File: src/rtl/multi_counter_pkg.sv
// Shared constants, stopwatch state type and the wrap/saturate increment helper.
// Latency: n/a (types and a pure function only).
// Backpressure: n/a.
package multi_counter_pkg;

    localparam int DISP_W = 32;
    localparam int HALF_W = 16;
    localparam int SEL_W  = 4;

    typedef enum logic {
        SW_STOPPED = 1'b0,
        SW_RUNNING = 1'b1
    } sw_state_t;

    typedef struct packed {
        logic [HALF_W-1:0] value;
        logic              ovf;
    } inc_t;

    // Increment that either wraps to zero or sticks at max; ovf flags the attempt past max.
    function automatic inc_t sat_inc(input logic [HALF_W-1:0] value,
                                     input logic [HALF_W-1:0] max,
                                     input logic              sat);
        inc_t r;
        if (value == max) begin
            r.ovf   = 1'b1;
            r.value = sat ? max : '0;
        end else begin
            r.ovf   = 1'b0;
            r.value = value + HALF_W'(1);
        end
        return r;
    endfunction

endpackage

File: src/rtl/multi_counter_hub_event_conditioner.sv
// Synchroniser + debouncer + rising-edge detector for one raw bouncy input.
// Latency: rise_out asserts 2 + DB_CYCLES cycles after the first sampling edge of a clean step.
// Backpressure: none; free-running, a bounce shorter than DB_CYCLES is simply absorbed.
module event_conditioner #(
    parameter int DB_CYCLES = 1_000_000
) (
    input  logic clk_in,
    input  logic rst_in,
    input  logic evt_in,
    output logic rise_out
);

    localparam int CW = (DB_CYCLES > 1) ? $clog2(DB_CYCLES) : 1;
    localparam logic [CW-1:0] DB_LAST = CW'(DB_CYCLES - 1);

    logic [1:0]    sync_q;
    logic          clean_q;
    logic          clean_d_q;
    logic [CW-1:0] stable_cnt_q;

    // Two-flop synchroniser for the asynchronous raw input.
    always_ff @(posedge clk_in or posedge rst_in) begin
        if (rst_in) begin
            sync_q <= '0;
        end else begin
            sync_q <= {sync_q[0], evt_in};
        end
    end

    // Accept the synchronised level only after DB_CYCLES consecutive disagreeing cycles.
    always_ff @(posedge clk_in or posedge rst_in) begin
        if (rst_in) begin
            clean_q      <= 1'b0;
            stable_cnt_q <= '0;
        end else if (sync_q[1] != clean_q) begin
            if (stable_cnt_q == DB_LAST) begin
                clean_q      <= sync_q[1];
                stable_cnt_q <= '0;
            end else begin
                stable_cnt_q <= stable_cnt_q + CW'(1);
            end
        end else begin
            stable_cnt_q <= '0;
        end
    end

    // Delayed copy of the clean level for edge detection.
    always_ff @(posedge clk_in or posedge rst_in) begin
        if (rst_in) begin
            clean_d_q <= 1'b0;
        end else begin
            clean_d_q <= clean_q;
        end
    end

    assign rise_out = clean_q & ~clean_d_q;

endmodule

File: src/rtl/multi_counter_hub.sv
// Event counters on debounced inputs plus a tick-driven stopwatch, muxed into a 32-bit display word.
// Latency: count updates one cycle after rise/tick; val_out is registered one cycle after sel/count.
// Backpressure: none; every rise and tick is counted (or saturates/wraps with a sticky overflow flag).
module multi_counter_hub
    import multi_counter_pkg::*;
#(
    parameter int NUM_CH      = 4,
    parameter int CNT_W       = 16,
    parameter int TICK_PERIOD = 10_000_000,
    parameter int DB_CYCLES   = 1_000_000
) (
    input  logic              clk_in,
    input  logic              rst_in,
    input  logic [NUM_CH-1:0] evt_in,
    input  logic              clr_in,
    input  logic              run_tgl_in,
    input  logic              lap_in,
    input  logic              sat_in,
    input  logic [SEL_W-1:0]  sel_in,
    output logic              tick_out,
    output logic              running_out,
    output logic [NUM_CH:0]   ovf_out,
    output logic [DISP_W-1:0] val_out
);

    localparam int PW = $clog2(TICK_PERIOD);
    localparam logic [PW-1:0]     PRESC_LAST = PW'(TICK_PERIOD - 1);
    localparam logic [HALF_W-1:0] CNT_MAX    = HALF_W'((32'd1 << CNT_W) - 32'd1);

    logic [NUM_CH-1:0] rise;
    logic [CNT_W-1:0]  cnt_q [NUM_CH];
    logic [NUM_CH-1:0] evt_ovf_q;
    inc_t              evt_inc [NUM_CH];

    logic [PW-1:0]     presc_q;
    sw_state_t         sw_state_q;
    sw_state_t         sw_state_d;
    logic [CNT_W-1:0]  sw_cnt_q;
    logic [CNT_W-1:0]  lap_q;
    logic              sw_ovf_q;
    inc_t              sw_inc;
    logic [DISP_W-1:0] disp_d;

    genvar g;
    generate
        for (g = 0; g < NUM_CH; g++) begin : g_cond
            event_conditioner #(
                .DB_CYCLES (DB_CYCLES)
            ) u_cond (
                .clk_in   (clk_in),
                .rst_in   (rst_in),
                .evt_in   (evt_in[g]),
                .rise_out (rise[g])
            );
        end
    endgenerate

    // Next value of every event counter, computed at the common 16-bit width.
    always_comb begin
        for (int i = 0; i < NUM_CH; i++) begin
            evt_inc[i] = sat_inc(HALF_W'(cnt_q[i]), CNT_MAX, sat_in);
        end
    end

    // Event counters and their sticky overflow flags; clear beats increment.
    always_ff @(posedge clk_in or posedge rst_in) begin
        if (rst_in) begin
            for (int i = 0; i < NUM_CH; i++) cnt_q[i] <= '0;
            evt_ovf_q <= '0;
        end else if (clr_in) begin
            for (int i = 0; i < NUM_CH; i++) cnt_q[i] <= '0;
            evt_ovf_q <= '0;
        end else begin
            for (int i = 0; i < NUM_CH; i++) begin
                if (rise[i]) begin
                    cnt_q[i] <= CNT_W'(evt_inc[i].value);
                    if (evt_inc[i].ovf) evt_ovf_q[i] <= 1'b1;
                end
            end
        end
    end

    // Free-running prescaler; untouched by clear or run state so the tick phase never slips.
    always_ff @(posedge clk_in or posedge rst_in) begin
        if (rst_in) begin
            presc_q <= '0;
        end else if (presc_q == PRESC_LAST) begin
            presc_q <= '0;
        end else begin
            presc_q <= presc_q + PW'(1);
        end
    end

    assign tick_out = (presc_q == PRESC_LAST);

    // Stopwatch run-state register.
    always_ff @(posedge clk_in or posedge rst_in) begin
        if (rst_in) begin
            sw_state_q <= SW_STOPPED;
        end else begin
            sw_state_q <= sw_state_d;
        end
    end

    // Stopwatch next state: each toggle pulse flips between stopped and running.
    always_comb begin
        sw_state_d = sw_state_q;
        if (run_tgl_in) begin
            sw_state_d = (sw_state_q == SW_RUNNING) ? SW_STOPPED : SW_RUNNING;
        end
    end

    // Stopwatch outputs come from the current state, so a coincident toggle affects the next tick only.
    always_comb begin
        running_out = (sw_state_q == SW_RUNNING);
    end

    assign sw_inc = sat_inc(HALF_W'(sw_cnt_q), CNT_MAX, sat_in);

    // Stopwatch count, lap capture and stopwatch overflow flag; lap sees the pre-increment count.
    always_ff @(posedge clk_in or posedge rst_in) begin
        if (rst_in) begin
            sw_cnt_q <= '0;
            lap_q    <= '0;
            sw_ovf_q <= 1'b0;
        end else if (clr_in) begin
            sw_cnt_q <= '0;
            lap_q    <= '0;
            sw_ovf_q <= 1'b0;
        end else begin
            if (tick_out && running_out) begin
                sw_cnt_q <= CNT_W'(sw_inc.value);
                if (sw_inc.ovf) sw_ovf_q <= 1'b1;
            end
            if (lap_in) lap_q <= sw_cnt_q;
        end
    end

    assign ovf_out = {sw_ovf_q, evt_ovf_q};

    // Display source select: channel id + count, lap + stopwatch, or zero when out of range.
    always_comb begin
        disp_d = '0;
        for (int i = 0; i < NUM_CH; i++) begin
            if (sel_in == SEL_W'(i)) begin
                disp_d = {HALF_W'(i), HALF_W'(cnt_q[i])};
            end
        end
        if (sel_in == SEL_W'(NUM_CH)) begin
            disp_d = {HALF_W'(lap_q), HALF_W'(sw_cnt_q)};
        end
    end

    // Registered display word.
    always_ff @(posedge clk_in or posedge rst_in) begin
        if (rst_in) begin
            val_out <= '0;
        end else begin
            val_out <= disp_d;
        end
    end

endmodule

File: config.mk
export PLATFORM = sky130hd
export DESIGN_NAME = multi_counter_hub
export DESIGN_NICKNAME = d
export VERILOG_FILES = /design/src/rtl/multi_counter_pkg.sv /design/src/rtl/multi_counter_hub_event_conditioner.sv /design/src/rtl/multi_counter_hub.sv
export SDC_FILE = /design/constraint.sdc
export NUM_CORES = 1
export LEC_CHECK = 0
export BUFFER_PORTS_ARGS = -buffer_cell sky130_fd_sc_hd__buf_4
export CORE_MARGIN = 2
export CORE_UTILIZATION = 39
export CTS_BUF_LIST = sky130_fd_sc_hd__clkbuf_2
export DETAILED_ROUTE_END_ITERATION = 10
export GPL_TIMING_DRIVEN = 0
export HOLD_SLACK_MARGIN = 0.06
export SLEW_MARGIN = 15
export SYNTH_ARGS = -nofsm -noshare
export SYNTH_HDL_FRONTEND = slang
export SYNTH_HIERARCHICAL = 1
export SYNTH_SLANG_ARGS = --single-unit
File: constraint.sdc
create_clock -name clk_in -period 5.3 [get_ports clk_in]
set_input_delay 1.06 -clock clk_in [delete_from_list [all_inputs] [get_ports clk_in]]
set_output_delay 1.06 -clock clk_in [all_outputs]
set_load 0.03 [all_outputs]
==> out/metrics.yaml, run 1 <==
placed_area_mm2: 0.0140
vias_per_cell: 5.56
setup_viol: 0
clock-sinks: 254
layout.nets: 1517
ys_ff_latch: 254
area_growth_pct: 12.6
h-tree-depth: 3
core_mm2: 0.0327
synth_top_area_share_pct: 48.8
drtAntennaViolNets: 0
synthCells: 1367
critPathTopFamily: "simple AND/OR/NAND/NOR gates"
final_common_cell: "dfrtp_1"
ys_top_cells_by_area: "dfrtp_1 (49%), nor2_1 (4.8%), xnor2_1 (4.0%), mux2i_1 (3.8%), nand4_1 (2.7%)"
tightest_slew_ns: 1.11
layout_common_cells: "dfrtp_1 (254), nor2_1 (165), clkbuf_2 (99), nand2_1 (87), nand3_1 (71)"
synth-edff-count: 0
clock.fmax_ghz: 0.245
grt_pass1_wl_um: 55600
synth_warnings: 6
crit_path_end_kind: "output pin"
antenna_found_initial: 1
cts_buffers: 70
period_share_pct: 77.1
clockBufferDepth: 3
cts_tree: "built"
finClkSkew_ns: 0.0799
cp_num_buf_inv: 1
start_util_pct: 39.8
detail_route.first_pass.iterations: 5
via_count: 11000
grt_max_degree: 37
die_x_um: 187
port_buffers: 49
netlist_area_mm2: 0.0130
rows: 66
crit_arrival_ns: 3.03
avgSynthCellArea_um2: 9.52
ys_seq_area_share_pct: 48.8
maxCapViolations: 0
yosysTopAreaCell: "dfrtp_1"
routed_wl_um: 33200
dieArea_mm2: 0.0349
synth_nets: 1391
drive_gt1_share_pct: 13.7
setup-tns-final_ns: 0
die_height_um: 187
start_kind: "register"
slowest_delay_ns: 0.96
cts_setup_buffers: 0
rsz0062_at_grt: "no"
power_leakage_nw: 6.01
crit_chain: "nor4_1, nand3b_1, nor4_2, buf_4"
holdBufCountCts: 0
pin_count: 53
dp_hpwl_um: 23200
final_cell_area_mm2: 0.0147
path_class: "register to output pin"
drc: 0
hold_class: "register to register"
status: "complete, no violations"
path_clk_slew_ns: 0.09
slew_headroom_pct: 25.6
grt_pass1_vias: 10800
hold_viol: 0
synth_cell_types: 60
path_max_fanout: 9
ir_drop_mv: 0.115
gr-usage-all-layers_pct: 19.2
crit_required_ns: 4.24
crit_path_top_delay_cell: "nor4_2"
final_util_pct: 44.8
min_period_ns: 4.09
gp_congestion: 0.903
synth_flop_cell: "dfrtp_1"
synth-async-reset-ratio_pct: 100
power_density_mw_per_mm2: 241
cts-root-buf: "clkbuf_2"
clkLatencyLatePin_ns: 0.84
maxSlewViolCount: 0
wl_per_cell_um: 16.8
gr-total-overflow: 0
drt_iter0_markers: 767
post_cts_resized: 0
[synth_stat cells, drive strengths merged (47+ instances only)]
| library cell | number |
|---|---|
| nor3 | 47 |
| mux2i | 49 |
| nor2 | 165 |
| xnor2 | 60 |
| nand4 | 58 |
| inv | 49 |
| nand3 | 71 |
| a21oi | 65 |
| clkbuf | 57 |
| dfrtp | 254 |
| nor4 | 48 |
| nand2 | 87 |
| o21ai | 72 |
[final cells by class]
type                            instances  area [µm²]
Timing Repair Buffer                   54         475
Buffer                                 70         307
Multi-Input combinational cell        994        6170
Tap cell                              442         553
Sequential cell                       254        6360
Fill cell                            3233       18000
Clock buffer                           96         480
Clock inverter                         17         120
Antenna cell                            1        2.50
Inverter                               49         188
[state kept, by name (all words and copies together) (netlist names), 4 cells and up]
register and flops:
g_cond.u_cond/clean_d_q 4, g_cond.u_cond/sync_q 8, presc_q 24, evt_ovf_q 4
sw_cnt_q 16, g_cond.u_cond/stable_cnt_q 80, g_cond.u_cond/clean_q 4, val_out 32
cnt_q 64, lap_q 16
[path summary, 6_finish.rpt]
path                            slack (ns)                       start                          to  depth (start not counted)
worst min register to register        0.34  g_cond[1].u_cond/sync_q[0]  g_cond[1].u_cond/sync_q[1]                          0
worst max-delay path                  1.21                 presc_q[16]                    tick_out                          4
max in group asynchronous             4.11                      rst_in                  val_out[2]                          4
min in group asynchronous             0.39                      rst_in                    cnt_q[7]                          2
worst min-delay path                  0.34  g_cond[1].u_cond/sync_q[0]  g_cond[1].u_cond/sync_q[1]                          0
worst max register to register        2.72                    cnt_q[0]                    cnt_q[5]                          7
[stage by stage]
stage | worst slack, ns | power, W | hold WS, ns | std cells
after CTS | 1.10 | 0.00360 | 0.285 | 1976
final | 1.21 | 0.00353 | 0.336 | 1977
after global routing | 0.979 | 0.00372 | 0.277 | 1977
after detailed placement | 2.05 | 0.00218 | 0.337 | 1863
after global placement | 1.07 | 0.00217 | 0.335 | 1858
after floorplan | 2.24 | 0.00211 | 0.331 | 1367
[cell families after synthesis]
logic type	synth area share [%]
adders and majority gates	0.961
muxes	4.29
buffers and inverters	3.77
xor gates and xnor gates	5.65
DFF	48.8
AOI/OAI and AO/OA	12.4
and+or+nand+nor	24.1
[metal layers]
layer / track usage (%) / vias to the layer above / wire (µm)
li1: - / 5266 / -
met1: 25.8 / 5320 / 15000
met2: 30.4 / 344 / 15300
met3: 4.27 / 67 / 2060
met4: 6.87 / 0 / 786
met5: 0 / - / 0
[power breakdown]
group,switching [W],internal [W]
sequential,0.0000188,0.00195
combinational,0.000118,0.0000511
clock,0.000808,0.000579
Note: power is estimated with default switching activity, not from simulation.
==> inputs of run 2 (changes only) <==
clock period = 3.6 ns   (was 5.3 ns; I/O delays follow)
==> run 2 against run 1 <==
Clock skew down 0.0056 ns. First-iteration DRC count up 2.7%. Hold slack worse by 0.028 ns. Sequential power up 48%. Design area up 0.69%.
==> out/metrics.yaml, run 2 (synthesized netlist as in run 1, its figures left out) <==
path_clk_slew_ns: 0.09
rows: 66
cts-root-buf: "clkbuf_2"
pre_cts_slack_ns: 0.690
die_x_um: 187
dp_hpwl_um: 23200
slowest_delay_ns: 0.44
power_leakage_nw: 6.07
routed_wl_um: 33200
setup_viol: 0
multi_input_area_mm2: 0.00618
layout.nets: 1527
crit_arrival_ns: 2.42
drtAntennaViolNets: 0
detail_route.first_pass.iterations: 5
top_register: "g_cond.u_cond/stable_cnt_q"
path_max_fanout: 6
crit_path_end_kind: "output pin"
port_buffers: 49
status: "complete, no violations"
cts_buffers: 70
area_growth_pct: 13.3
period_share_pct: 87.3
dpl.cell_count: 1863
ir_drop_mv: 0.170
clock.fmax_ghz: 0.318
finClkSkew_ns: 0.0743
largest_register_ffs: 80
grt_pass1_vias: 10800
antenna_found_initial: 1
core_mm2: 0.0327
fill_cells: 3228
start_kind: "register"
critPathTopFamily: "simple AND/OR/NAND/NOR gates"
rsz0062_at_grt: "no"
final_common_cell: "dfrtp_1"
via_count: 11000
wl_per_cell_um: 16.7
crit_path_top_delay_cell: "dfrtp_1"
grt_pass1_wl_um: 55600
path_class: "register to output pin"
pin_count: 53
maxCapViolations: 0
crit_required_ns: 2.88
area.sequential_mm2: 0.00636
setup_slack_ns: 0.457
tightest_slew_ns: 1.10
fin_cells: 1987
gr-total-overflow: 0
power_density_mw_per_mm2: 353
h-tree-depth: 3
gr-usage-all-layers_pct: 19.2
largestRegisters: "g_cond.u_cond/stable_cnt_q x80, cnt_q x64, val_out x32"
timing.critical_path.mode_cell: "buf_4"
maxSlewViolCount: 0
drive_gt1_share_pct: 13.8
crit_chain: "nor4_1, nand3b_1, nor4_4, buf_4, buf_4"
slew_headroom_pct: 26.2
start_util_pct: 39.8
hold_class: "input port to register"
vias_per_cell: 5.56
drt_iter0_markers: 788
clock-sinks: 254
setup-tns-final_ns: 0
layout_common_cells: "dfrtp_1 (254), nor2_1 (165), clkbuf_2 (99), nand2_1 (87), nand3_1 (71)"
clkLatencyLatePin_ns: 0.84
gp_congestion: 0.903
dieArea_mm2: 0.0349
fin_hold_ws_ns: 0.308
drc: 0
finalPower_w: 0.00521
cp_num_buf_inv: 2
hold_viol: 0
cts_tree: "built"
clockBufferDepth: 3
min_period_ns: 3.14
grt_max_degree: 37
die_height_um: 187
run 2: final timing paths:
kind                                             from                         end  slack, ns  cells after the start
max in group asynchronous                      rst_in                  val_out[2]       2.19                      5
min                                         sel_in[1]                 val_out[15]       0.31                      3
min reg2reg                g_cond[1].u_cond/sync_q[0]  g_cond[1].u_cond/sync_q[1]       0.34                      0
max                                       presc_q[16]                    tick_out       0.46                      5
min in group asynchronous                      rst_in                    cnt_q[7]       0.61                      3
max reg2reg                                  cnt_q[0]                    cnt_q[5]       1.04                      7
run 2: metal layers:
| layer | part of all wire, % | vias up | GRT usage (%) | wire length (µm) |
|---|---|---|---|---|
| li1 | - | 5282 | - | - |
| met1 | 45 | 5375 | 25.8 | 15100 |
| met2 | 46 | 329 | 30.5 | 15400 |
| met3 | 5.9 | 61 | 4.27 | 1960 |
| met4 | 2.3 | 0 | 6.87 | 748 |
| met5 | 0 | - | 0 | 0 |
run 2: layout make-up:
type                    instances  share of cell area, %
diodes                          1                 0.0170
plain buffers                  70                   2.08
clock buffers                  96                   3.26
clock inverters                17                  0.814
inverters                      49                   1.27
multi-input cells             994                   41.9
flip-flops and latches        254                   43.1
well taps                     442                   3.75
repair buffers                 64                   3.85
run 2: metrics by stage:
stage	cell area, µm²	util, %
2_1_floorplan	13000	-
3_3_place_gp	13900	42.6
3_5_place_dp	14000	43.0
4_1_cts	14700	45.0
5_1_grt	14800	45.1
6_report	14800	45.1
run 2: worst reg2reg max path: cells and delay by family (launching register included):
| kind | cells | cell delay [ns] |
|---|---|---|
| AO/OA/AOI/OAI | 2 | 0.29 |
| adder cells (fa/ha/maj) | 1 | 0.19 |
| buffers and inverters | 1 | 0.37 |
| flip-flops | 1 | 0.50 |
| AND/OR/NAND/NOR | 3 | 1.08 |
run 2: what timing repair did:
item                       4_1_cts  5_1_grt
setup endpoints to repair        1        1
hold endpoints to repair        27        0
hold buffers                     7        0
pin swaps                        0        1
setup buffers                    0        3
resized for setup                1        0
run 2: where the power goes:
part           internal [W]  switching (W)
registers           0.00288      0.0000278
logic             0.0000802       0.000175
clock network      0.000853        0.00119
total               0.00381        0.00139
==> inputs of run 3 (changes only) <==
BUFFER_PORTS_ARGS = not set   (was -buffer_cell sky130_fd_sc_hd__buf_4)
DONT_BUFFER_PORTS = 1   (was not set)
==> run 3 against run 2 <==
Highest routed layer is now met5. Sequential power about the same. First-iteration DRC count up 8.1%. Via count down 1.0%. Hold slack worse by 0.14 ns. Routed wire length down 2.1%. Setup slack worse by 0.16 ns.
==> out/metrics.yaml, run 3 (synthesized netlist as in run 1, its figures left out) <==
cts_buffers: 72
path_class: "register to output pin"
gr-total-overflow: 0
fill_cells: 3291
layout.nets: 1479
power_switching_w: 0.00143
maxCapViolations: 0
min_period_ns: 3.30
crit_required_ns: 2.88
use_met3_pct: 3.97
path_max_fanout: 5
critPathTopFamily: "simple AND/OR/NAND/NOR gates"
crit_path_top_delay_cell: "nor4_4"
wl_per_cell_um: 16.7
cp.depth: 4
seqPwrFrac_pct: 54.7
post_cts_resized: 0
slowest_delay_ns: 0.51
die_x_um: 187
core_mm2: 0.0327
dp_hpwl_um: 22600
grt_pass1_vias: 10500
start_kind: "register"
via_count: 10900
dpl.cell_count: 1815
area.sequential_mm2: 0.00636
maxSlewViolCount: 0
grt_use_met2_pct: 29.1
h-tree-depth: 3
ir_drop_mv: 0.148
slew_headroom_pct: 34.0
met1_usage_pct: 24.8
die_height_um: 187
rows: 66
grt_max_degree: 39
path_clk_slew_ns: 0.09
switching_share_pct: 26.7
setup_viol: 0
drtAntennaViolNets: 0
layout_common_cells: "dfrtp_1 (254), nor2_1 (165), clkbuf_2 (104), nand2_1 (87), nand3_1 (71)"
holdCritStartpoint: "sel_in[3]"
clockBufferDepth: 3
start_util_pct: 39.8
vias_per_cell: 5.61
clock-sinks: 254
drive_gt1_share_pct: 11.1
clock.fmax_ghz: 0.303
largestRegisters: "g_cond.u_cond/stable_cnt_q x80, cnt_q x64, val_out x32"
rsz0062_at_grt: "no"
fin_hold_ws_ns: 0.167
dieArea_mm2: 0.0349
setup-tns-final_ns: 0
drt_iter0_markers: 852
placed_area_mm2: 0.0137
clkLatencyLatePin_ns: 0.85
grt_pass1_wl_um: 53300
detail_route.first_pass.iterations: 5
period_share_pct: 91.7
routed_wl_um: 32500
hold_depth: 2
drc: 0
setup_slack_ns: 0.300
rr_worst_depth: 7
crit_path_end_kind: "output pin"
power_density_mw_per_mm2: 369
area_growth_pct: 11.1
crit_arrival_ns: 2.58
p_int_w: 0.00391
r2r_start: "cnt_q[0]"
globalRoute.busiestLayer: "met2"
pre_cts_slack_ns: 0.834
tightest_slew_ns: 0.982
antenna_found_initial: 3
gp_congestion: 0.917
hold_viol: 0
final_cell_area_mm2: 0.0145
multi_input_area_mm2: 0.00618
cp_num_buf_inv: 1
fin_cells: 1950
largest_register_ffs: 80
power_leakage_nw: 5.84
final_common_cell: "dfrtp_1"
finClkSkew_ns: 0.0718
combPwrFrac_pct: 4.0
power.share.clock_pct: 41.2
cts_tree: "built"
port_buffers: 0
crit_chain: "nor4_1, nand3b_1, nor4_4, buf_6"
top_register: "g_cond.u_cond/stable_cnt_q"
pin_count: 53
cts-root-buf: "clkbuf_2"
status: "complete, no violations"
hold_class: "input port to register"
gr-usage-all-layers_pct: 18.5
startpoint: "presc_q[16]"
-- run 3: power groups by stage --
stage / Clock, W / Sequential (W) / Combinational, W
after detailed placement: 0 / 0.00298 / 0.000212
final: 0.00220 / 0.00292 / 0.000215
after CTS: 0.00230 / 0.00292 / 0.000221
after global placement: 0 / 0.00298 / 0.000196
after global routing: 0.00245 / 0.00293 / 0.000242
after floorplan: 0 / 0.00297 / 0.000142
-- run 3: final cells by class --
class | instances | share of cell area, %
Clock buffer | 101 | 3.49
Inverter | 49 | 1.30
Antenna cell | 2 | 0.0346
Multi-Input combinational cell | 994 | 42.7
Clock inverter | 24 | 1.20
Sequential cell | 254 | 43.9
Timing Repair Buffer | 14 | 1.38
Buffer | 70 | 2.12
Tap cell | 442 | 3.82
-- run 3: layer usage --
metal | part of all wire, % | vias to the layer above
li1 | - | 5202
met1 | 45 | 5266
met2 | 45 | 383
met3 | 6.5 | 79
met4 | 2.9 | 2
met5 | 0.034 | -
-- run 3: worst reg2reg max path: stages (launching register included) --
cell and delay, ns:
dfrtp_1 0.49, ha_1 0.18, clkbuf_1 0.36, nand3_1 0.13, nor4_1 0.75, o21ai_0 0.24, nand2_1 0.12, a21oi_1 0.07
-- run 3: repair_timing --
item                                   in CTS  in global routing
endpoints found under the hold margin     169                  0
hold buffers                                8                  0
setup buffers                               0                  0
-- run 3: worst paths after layout --
check                                             endpoint  slack (ns)
min in group asynchronous                         cnt_q[8]        0.48
worst min-delay path                           val_out[31]        0.17
worst min register to register  g_cond[1].u_cond/sync_q[1]        0.35
worst max register to register                    cnt_q[3]        1.13
max in group asynchronous                       val_out[3]        2.10
worst max-delay path                              tick_out        0.30
-- run 3: per-stage QoR --
step                      utilization (%)  power [W]
after floorplan                         -    0.00311
after global placement               41.5    0.00317
after detailed placement             41.9    0.00319
after CTS                            44.2    0.00544
after global routing                 44.2    0.00562
final                                44.2    0.00534
